File: config.mk
export PLATFORM = sky130hd
export DESIGN_NAME = key_debouncer
export DESIGN_NICKNAME = d
export VERILOG_FILES = /design/src/rtl/key_pkg.sv /design/src/rtl/key_debouncer_if.sv /design/src/rtl/key_debounce_ch.sv /design/src/rtl/key_debouncer.sv
export SDC_FILE = /design/constraint.sdc
export NUM_CORES = 1
export LEC_CHECK = 0
export ABC_AREA = 0
export ABC_CLOCK_PERIOD_IN_PS = 5500
export CORE_MARGIN = 4
export CORE_UTILIZATION = 50
export CTS_CLUSTER_SIZE = 8
export DETAILED_ROUTE_END_ITERATION = 7
export PLACE_DENSITY = 0.68
export SYNTH_ARGS = -nofsm -noshare
export SYNTH_HDL_FRONTEND = slang
export SYNTH_SLANG_ARGS = --single-unit
File: constraint.sdc
create_clock -name clk -period 5.5 [get_ports clk]
set_clock_uncertainty 0.1 [all_clocks]
set_input_delay 0.825 -clock clk [delete_from_list [all_inputs] [get_ports clk]]
set_output_delay 0.825 -clock clk [all_outputs]
set_load 0.01 [all_outputs]
File: src/rtl/key_pkg.sv
// rtl/key_pkg.sv - shared channel state type, default timing and counter sizing for the key debouncer
package key_pkg;

  typedef enum logic [1:0] {
    RELEASED    = 2'd0,
    HELD_WAIT   = 2'd1,
    HELD_REPEAT = 2'd2
  } key_state_t;

  localparam int DEF_NUM_KEYS        = 4;
  localparam int DEF_DEBOUNCE_CYCLES = 1_000_000;
  localparam int DEF_REPEAT_DELAY    = 25_000_000;
  localparam int DEF_REPEAT_PERIOD   = 5_000_000;

  // One extra bit above the largest timing constant keeps every counter clear of wrap.
  function automatic int cnt_width(input int a, input int b, input int c);
    int m;
    m = a;
    if (b > m) m = b;
    if (c > m) m = c;
    if (m < 1) m = 1;
    return $clog2(m) + 1;
  endfunction

endpackage

File: src/rtl/key_debouncer_if.sv
// rtl/key_debouncer_if.sv - key pin and debounced event bundle, W channels wide
interface key_debouncer_if #(
  parameter int W = 1
);
  logic [W-1:0] key_n;
  logic [W-1:0] key_level;
  logic [W-1:0] key_press;
  logic [W-1:0] key_release;
  logic [W-1:0] key_repeat;

  modport master (
    input  key_n,
    output key_level,
    output key_press,
    output key_release,
    output key_repeat
  );

  modport slave (
    output key_n,
    input  key_level,
    input  key_press,
    input  key_release,
    input  key_repeat
  );
endinterface

File: src/rtl/key_debounce_ch.sv
// rtl/key_debounce_ch.sv - one key: 2-flop sync, stable-count debounce, press/release/repeat FSM
module key_debounce_ch
  import key_pkg::*;
#(
  parameter int DEBOUNCE_CYCLES = DEF_DEBOUNCE_CYCLES,
  parameter int REPEAT_DELAY    = DEF_REPEAT_DELAY,
  parameter int REPEAT_PERIOD   = DEF_REPEAT_PERIOD
) (
  input  logic            clk,
  input  logic            rst_n,
  key_debouncer_if.master ch
);

  localparam int CW = cnt_width(DEBOUNCE_CYCLES, REPEAT_DELAY, REPEAT_PERIOD);
  typedef logic [CW-1:0] cnt_t;

  localparam cnt_t DEB_LAST  = cnt_t'(DEBOUNCE_CYCLES - 1);
  localparam cnt_t RD_LAST   = (REPEAT_DELAY > 0) ? cnt_t'(REPEAT_DELAY - 1) : '0;
  localparam cnt_t RP_LAST   = cnt_t'(REPEAT_PERIOD - 1);
  localparam bit   REPEAT_EN = (REPEAT_DELAY > 0);

  logic [1:0] sync_q;
  logic       sample;
  logic       level_q;
  cnt_t       deb_cnt;
  logic       accept;
  logic       press_ev;
  logic       release_ev;

  key_state_t state_q, state_d;
  cnt_t       hold_q, hold_d;
  logic       repeat_due;

  logic press_q, release_q, repeat_q;

  // Synchronizer idles at 1 so a reset looks like a released key.
  always_ff @(posedge clk or negedge rst_n) begin
    if (!rst_n) begin
      sync_q <= 2'b11;
    end else begin
      sync_q <= {sync_q[0], ch.key_n};
    end
  end

  assign sample     = ~sync_q[1];
  assign accept     = (sample != level_q) && (deb_cnt == DEB_LAST);
  assign press_ev   = accept && sample;
  assign release_ev = accept && !sample;

  always_ff @(posedge clk or negedge rst_n) begin
    if (!rst_n) begin
      level_q <= 1'b0;
      deb_cnt <= '0;
    end else if (sample != level_q) begin
      if (accept) begin
        level_q <= sample;
        deb_cnt <= '0;
      end else begin
        deb_cnt <= deb_cnt + cnt_t'(1);
      end
    end else begin
      deb_cnt <= '0;
    end
  end

  always_ff @(posedge clk or negedge rst_n) begin
    if (!rst_n) begin
      state_q <= RELEASED;
      hold_q  <= '0;
    end else begin
      state_q <= state_d;
      hold_q  <= hold_d;
    end
  end

  // A release landing on a due repeat wins: the repeat branch is never reached.
  always_comb begin
    state_d    = state_q;
    hold_d     = (hold_q == '1) ? hold_q : hold_q + cnt_t'(1);
    repeat_due = 1'b0;
    case (state_q)
      RELEASED: begin
        if (press_ev) begin
          state_d = HELD_WAIT;
          hold_d  = '0;
        end
      end
      HELD_WAIT: begin
        if (release_ev) begin
          state_d = RELEASED;
        end else if (REPEAT_EN && hold_q == RD_LAST) begin
          state_d    = HELD_REPEAT;
          hold_d     = '0;
          repeat_due = 1'b1;
        end
      end
      HELD_REPEAT: begin
        if (release_ev) begin
          state_d = RELEASED;
        end else if (hold_q == RP_LAST) begin
          hold_d     = '0;
          repeat_due = 1'b1;
        end
      end
      default: begin
        state_d = RELEASED;
      end
    endcase
  end

  always_ff @(posedge clk or negedge rst_n) begin
    if (!rst_n) begin
      press_q   <= 1'b0;
      release_q <= 1'b0;
      repeat_q  <= 1'b0;
    end else begin
      press_q   <= press_ev;
      release_q <= release_ev;
      repeat_q  <= repeat_due;
    end
  end

  assign ch.key_level   = level_q;
  assign ch.key_press   = press_q;
  assign ch.key_release = release_q;
  assign ch.key_repeat  = repeat_q;

endmodule

File: src/rtl/key_debouncer.sv
// rtl/key_debouncer.sv - NUM_KEYS independent debounced key channels with auto-repeat
module key_debouncer
  import key_pkg::*;
#(
  parameter int NUM_KEYS        = DEF_NUM_KEYS,
  parameter int DEBOUNCE_CYCLES = DEF_DEBOUNCE_CYCLES,
  parameter int REPEAT_DELAY    = DEF_REPEAT_DELAY,
  parameter int REPEAT_PERIOD   = DEF_REPEAT_PERIOD
) (
  input  logic                clk,
  input  logic                rst_n,
  input  logic [NUM_KEYS-1:0] key_n_i,
  output logic [NUM_KEYS-1:0] key_level_o,
  output logic [NUM_KEYS-1:0] key_press_o,
  output logic [NUM_KEYS-1:0] key_release_o,
  output logic [NUM_KEYS-1:0] key_repeat_o
);

  for (genvar i = 0; i < NUM_KEYS; i++) begin : g_ch
    key_debouncer_if #(.W(1)) ch_if ();

    assign ch_if.key_n = key_n_i[i];

    key_debounce_ch #(
      .DEBOUNCE_CYCLES (DEBOUNCE_CYCLES),
      .REPEAT_DELAY    (REPEAT_DELAY),
      .REPEAT_PERIOD   (REPEAT_PERIOD)
    ) u_ch (
      .clk   (clk),
      .rst_n (rst_n),
      .ch    (ch_if)
    );

    assign key_level_o[i]   = ch_if.key_level;
    assign key_press_o[i]   = ch_if.key_press;
    assign key_release_o[i] = ch_if.key_release;
    assign key_repeat_o[i]  = ch_if.key_repeat;
  end

endmodule

==> qor.csv <==
metric,value,unit
Avg WL per Cell,14.36,microns
clock root cell,clkbuf_16,
"top cells by area, synth","dfrtp_1 47%, xor2_1 8.0%, nor2_1 7.7%, xnor2_1 4.0%, nand4_1 3.5%",
MaxCap Viol Count,0,
post-synthesis register bit count,240,
final hold slack,0.2534,ns
pre-CTS WS,2.682,ns
Post-synth EDFFs,0,
DR iter-0 viols,642,
number of antenna violations at the first check in global routing,0,
htree depth,2,
"Seq/Total Area, Yosys",0.4845,
pwr dens,278.0,nW/um^2
Setup WS post-layout,2.719,ns
crit-path max cell delay,0.55,ns
Post-synth top flop,dfrtp_1,
CTS max path bufs,3,
status,"finished, final reports clean",
Post-CTS Setup Bufs,0,
RR Endpoint,g_ch[2].u_ch.hold_q[18],
RSZ-0062 raised after global routing,no,
Final Critical Period,2.781,ns
"slowest stage cell, crit path",nor4_1,
Required @ worst endpoint,5.77,ns
global-route wire length before repair,42.44,mm
largest net degree at the start of global routing,132,
Post-synth ARST share,1.000,
I/O pin cnt,22,
Synth top area share,0.4676,
Routed WL,23.99,mm
core area,24390,sq um
clock latency on the worst-skew pair,0.50,ns
port bufs,21,
Syn Nets,1341,
distinct cell type count after synthesis,63,
CTS tree,yes,
Worst setup EP type,flip-flop,
R2R depth,7,
fin crit share,0.5056,
Worst setup endpoint,g_ch[2].u_ch.hold_q[18],
crit-path cells,"nor4b_1, nand4_1, nor4_1, nand2_1, a2111oi_4, buf_4, nor2_1",
CP Depth,7,
worst hold stages,0,
GP Congestion,0.8509,
Nets,1351,
gr ovfl total,0,
FF+latch area,6016,sq um
synthesized instance count,1311,
min-delay worst type,reg -> reg,
post-route ant nets,0,
origin of the critical flop-to-flop path,g_ch[2].u_ch.hold_q[7],
clock net sink count,240,
Critical path buffers and inverters,1,
final slew viol count,0,
synthesis-to-finish area growth,11.43,%
Via Count,9208,
Max Fclk,359.6,MHz
layout cells sized above 1,0.05197,
vias in the first global route,9049,
DR pass1 iterations,5,
# resized after CTS,0,
Die Width,165.6,microns
Crit Path Max Fanout,26,
VDD IR-drop max,197.7,uV
die height,165.6,microns
CP Launch Point,g_ch[2].u_ch.hold_q[7],
antenna cells,0,
CP top delay family,simple AND/OR/NAND/NOR gates,
"most common cell after layout, fill and taps aside",nor2_1,
row count,57,
"CTS clk-pin slew, worst paths",0.05,ns
FILL cells,2179,
CP Launch Type,flip-flop,
Lkg Pwr,5.844,nW
setup TNS,0,ns
# hold bufs at CTS,0,
All-Layer GR Usage,0.1830,
footprint of the multi-input gates,6002,sq um
DIE AREA,27420,sq um
Final Setup Violations,0,
Fin. Hold Viols,0,
Rel. slew slack,0.3331,
Synth Warn #,0,
synthesized area,12420,sq um
most frequent cells in the layout,"255 x nor2_1, 232 x dfrtp_1, 114 x xor2_1",
CTS Buf Count,35,
leading area contributor after synthesis,dfrtp_1,
Via density,5.510,
Critical Path AT,3.05,ns
start-to-end type of the worst setup path,reg -> reg,
Avg Synthesized Cell Area,9.471,sq um
# DRC,0,
Initial Util,0.5091,
dpl hpwl,15.57,mm
actual slew at the worst max-slew pin,1.000,ns
reg2reg setup slack,2.72,ns
-- layout make-up --
type | instances | share of cell area
clock buffers | 63 | 0.07397
inverters | 31 | 0.008410
multi-input cells | 986 | 0.4338
flip-flops and latches | 240 | 0.4348
well taps | 324 | 0.02930
repair buffers | 27 | 0.01971
-- power breakdown --
part           switching, mW  total, mW  internal, mW
clock network          0.745       1.99          1.24
logic                 0.0521     0.0659        0.0138
registers            0.00962       1.79          1.78
total                  0.807       3.85          3.04
-- per-layer routing --
layer | routed length, microns | track usage | vias to the layer above
li1 | - | - | 4562
met1 | 11600 | 0.2566 | 4484
met2 | 11120 | 0.2949 | 116
met3 | 731 | 0.02805 | 46
met4 | 543 | 0.05624 | 0
met5 | 0 | 0 | -
-- Yosys cell counts (4+ instances only) --
library cell  instances
nor2_1              255
dfrtp_1             232
xor2_1              114
nand2_1              97
nand3_1              77
nand4_1              70
xnor2_1              57
nor3_1               42
inv_1                31
and3_1               28
nor4_1               26
clkbuf_1             25
ha_1                 24
and4_1               20
buf_4                20
o21ai_0              20
a21oi_1              19
or3_1                18
and2_1               11
mux2i_1              10
or4_1                 9
dfstp_2               8
nor4b_1               8
a31oi_1               6
nor4bb_1              6
or2_2                 6
nor2b_1               5
a211oi_1              4
buf_6                 4
nor3b_1               4
-- state kept, by name, indices dropped and copies added, names as in the netlist --
register and flops:
g_ch.u_ch.hold_q 104, g_ch.u_ch.state_q 8, g_ch.u_ch.ch.key_release 4, g_ch.u_ch.sync_q 8, g_ch.u_ch.ch.key_repeat 4, g_ch.u_ch.ch.key_level 4
g_ch.u_ch.ch.key_press 4, g_ch.u_ch.deb_cnt 104
-- worst reg2reg max path, stage by stage, from the launching register on --
cell and delay, ns:
dfrtp_1 0.47, nor4b_1 0.37, nand4_1 0.16, nor4_1 0.55
nand2_1 0.18, a2111oi_4 0.36, buf_4 0.33, nor2_1 0.12
-- how the worst min path moves through the flow --
stage               slack (ns)                     end              startpoint
finish                    0.25  g_ch[1].u_ch.sync_q[1]  g_ch[1].u_ch.sync_q[0]
detailed placement        0.25  g_ch[0].u_ch.sync_q[1]  g_ch[0].u_ch.sync_q[0]
floorplan                 0.25  g_ch[0].u_ch.sync_q[1]  g_ch[0].u_ch.sync_q[0]
global placement          0.25  g_ch[3].u_ch.sync_q[1]  g_ch[3].u_ch.sync_q[0]
global route              0.26  g_ch[2].u_ch.sync_q[1]  g_ch[2].u_ch.sync_q[0]
CTS                       0.25  g_ch[2].u_ch.sync_q[1]  g_ch[2].u_ch.sync_q[0]
-- kinds of logic (layout without fill, tap and decap cells) --
| group | after synthesis | in the layout | share of synthesized area |
|---|---|---|---|
| AND/OR/NAND/NOR | 702 | 702 | 0.2851 |
| flip-flops | 240 | 240 | 0.4845 |
| XOR/XNOR | 171 | 171 | 0.1206 |
| buffers and inverters | 85 | 121 | 0.03456 |
| AO/OA/AOI/OAI | 78 | 78 | 0.04212 |
| adder cells (fa/ha/maj) | 24 | 24 | 0.02418 |
| multiplexers | 11 | 11 | 0.008968 |
-- metrics by stage --
stage | total power [mW] | cell area (sq um) | util | instances
after global placement | 1.888 | 12810 | 0.5253 | 1608
final | 3.846 | 13840 | 0.5673 | 1671
after global routing | 4.009 | 13840 | 0.5673 | 1671
after detailed placement | 1.890 | 12810 | 0.5253 | 1608
after floorplan | 1.842 | 12420 | - | 1311
after CTS | 3.915 | 13840 | 0.5673 | 1671
(Power assumes the default switching activity.)
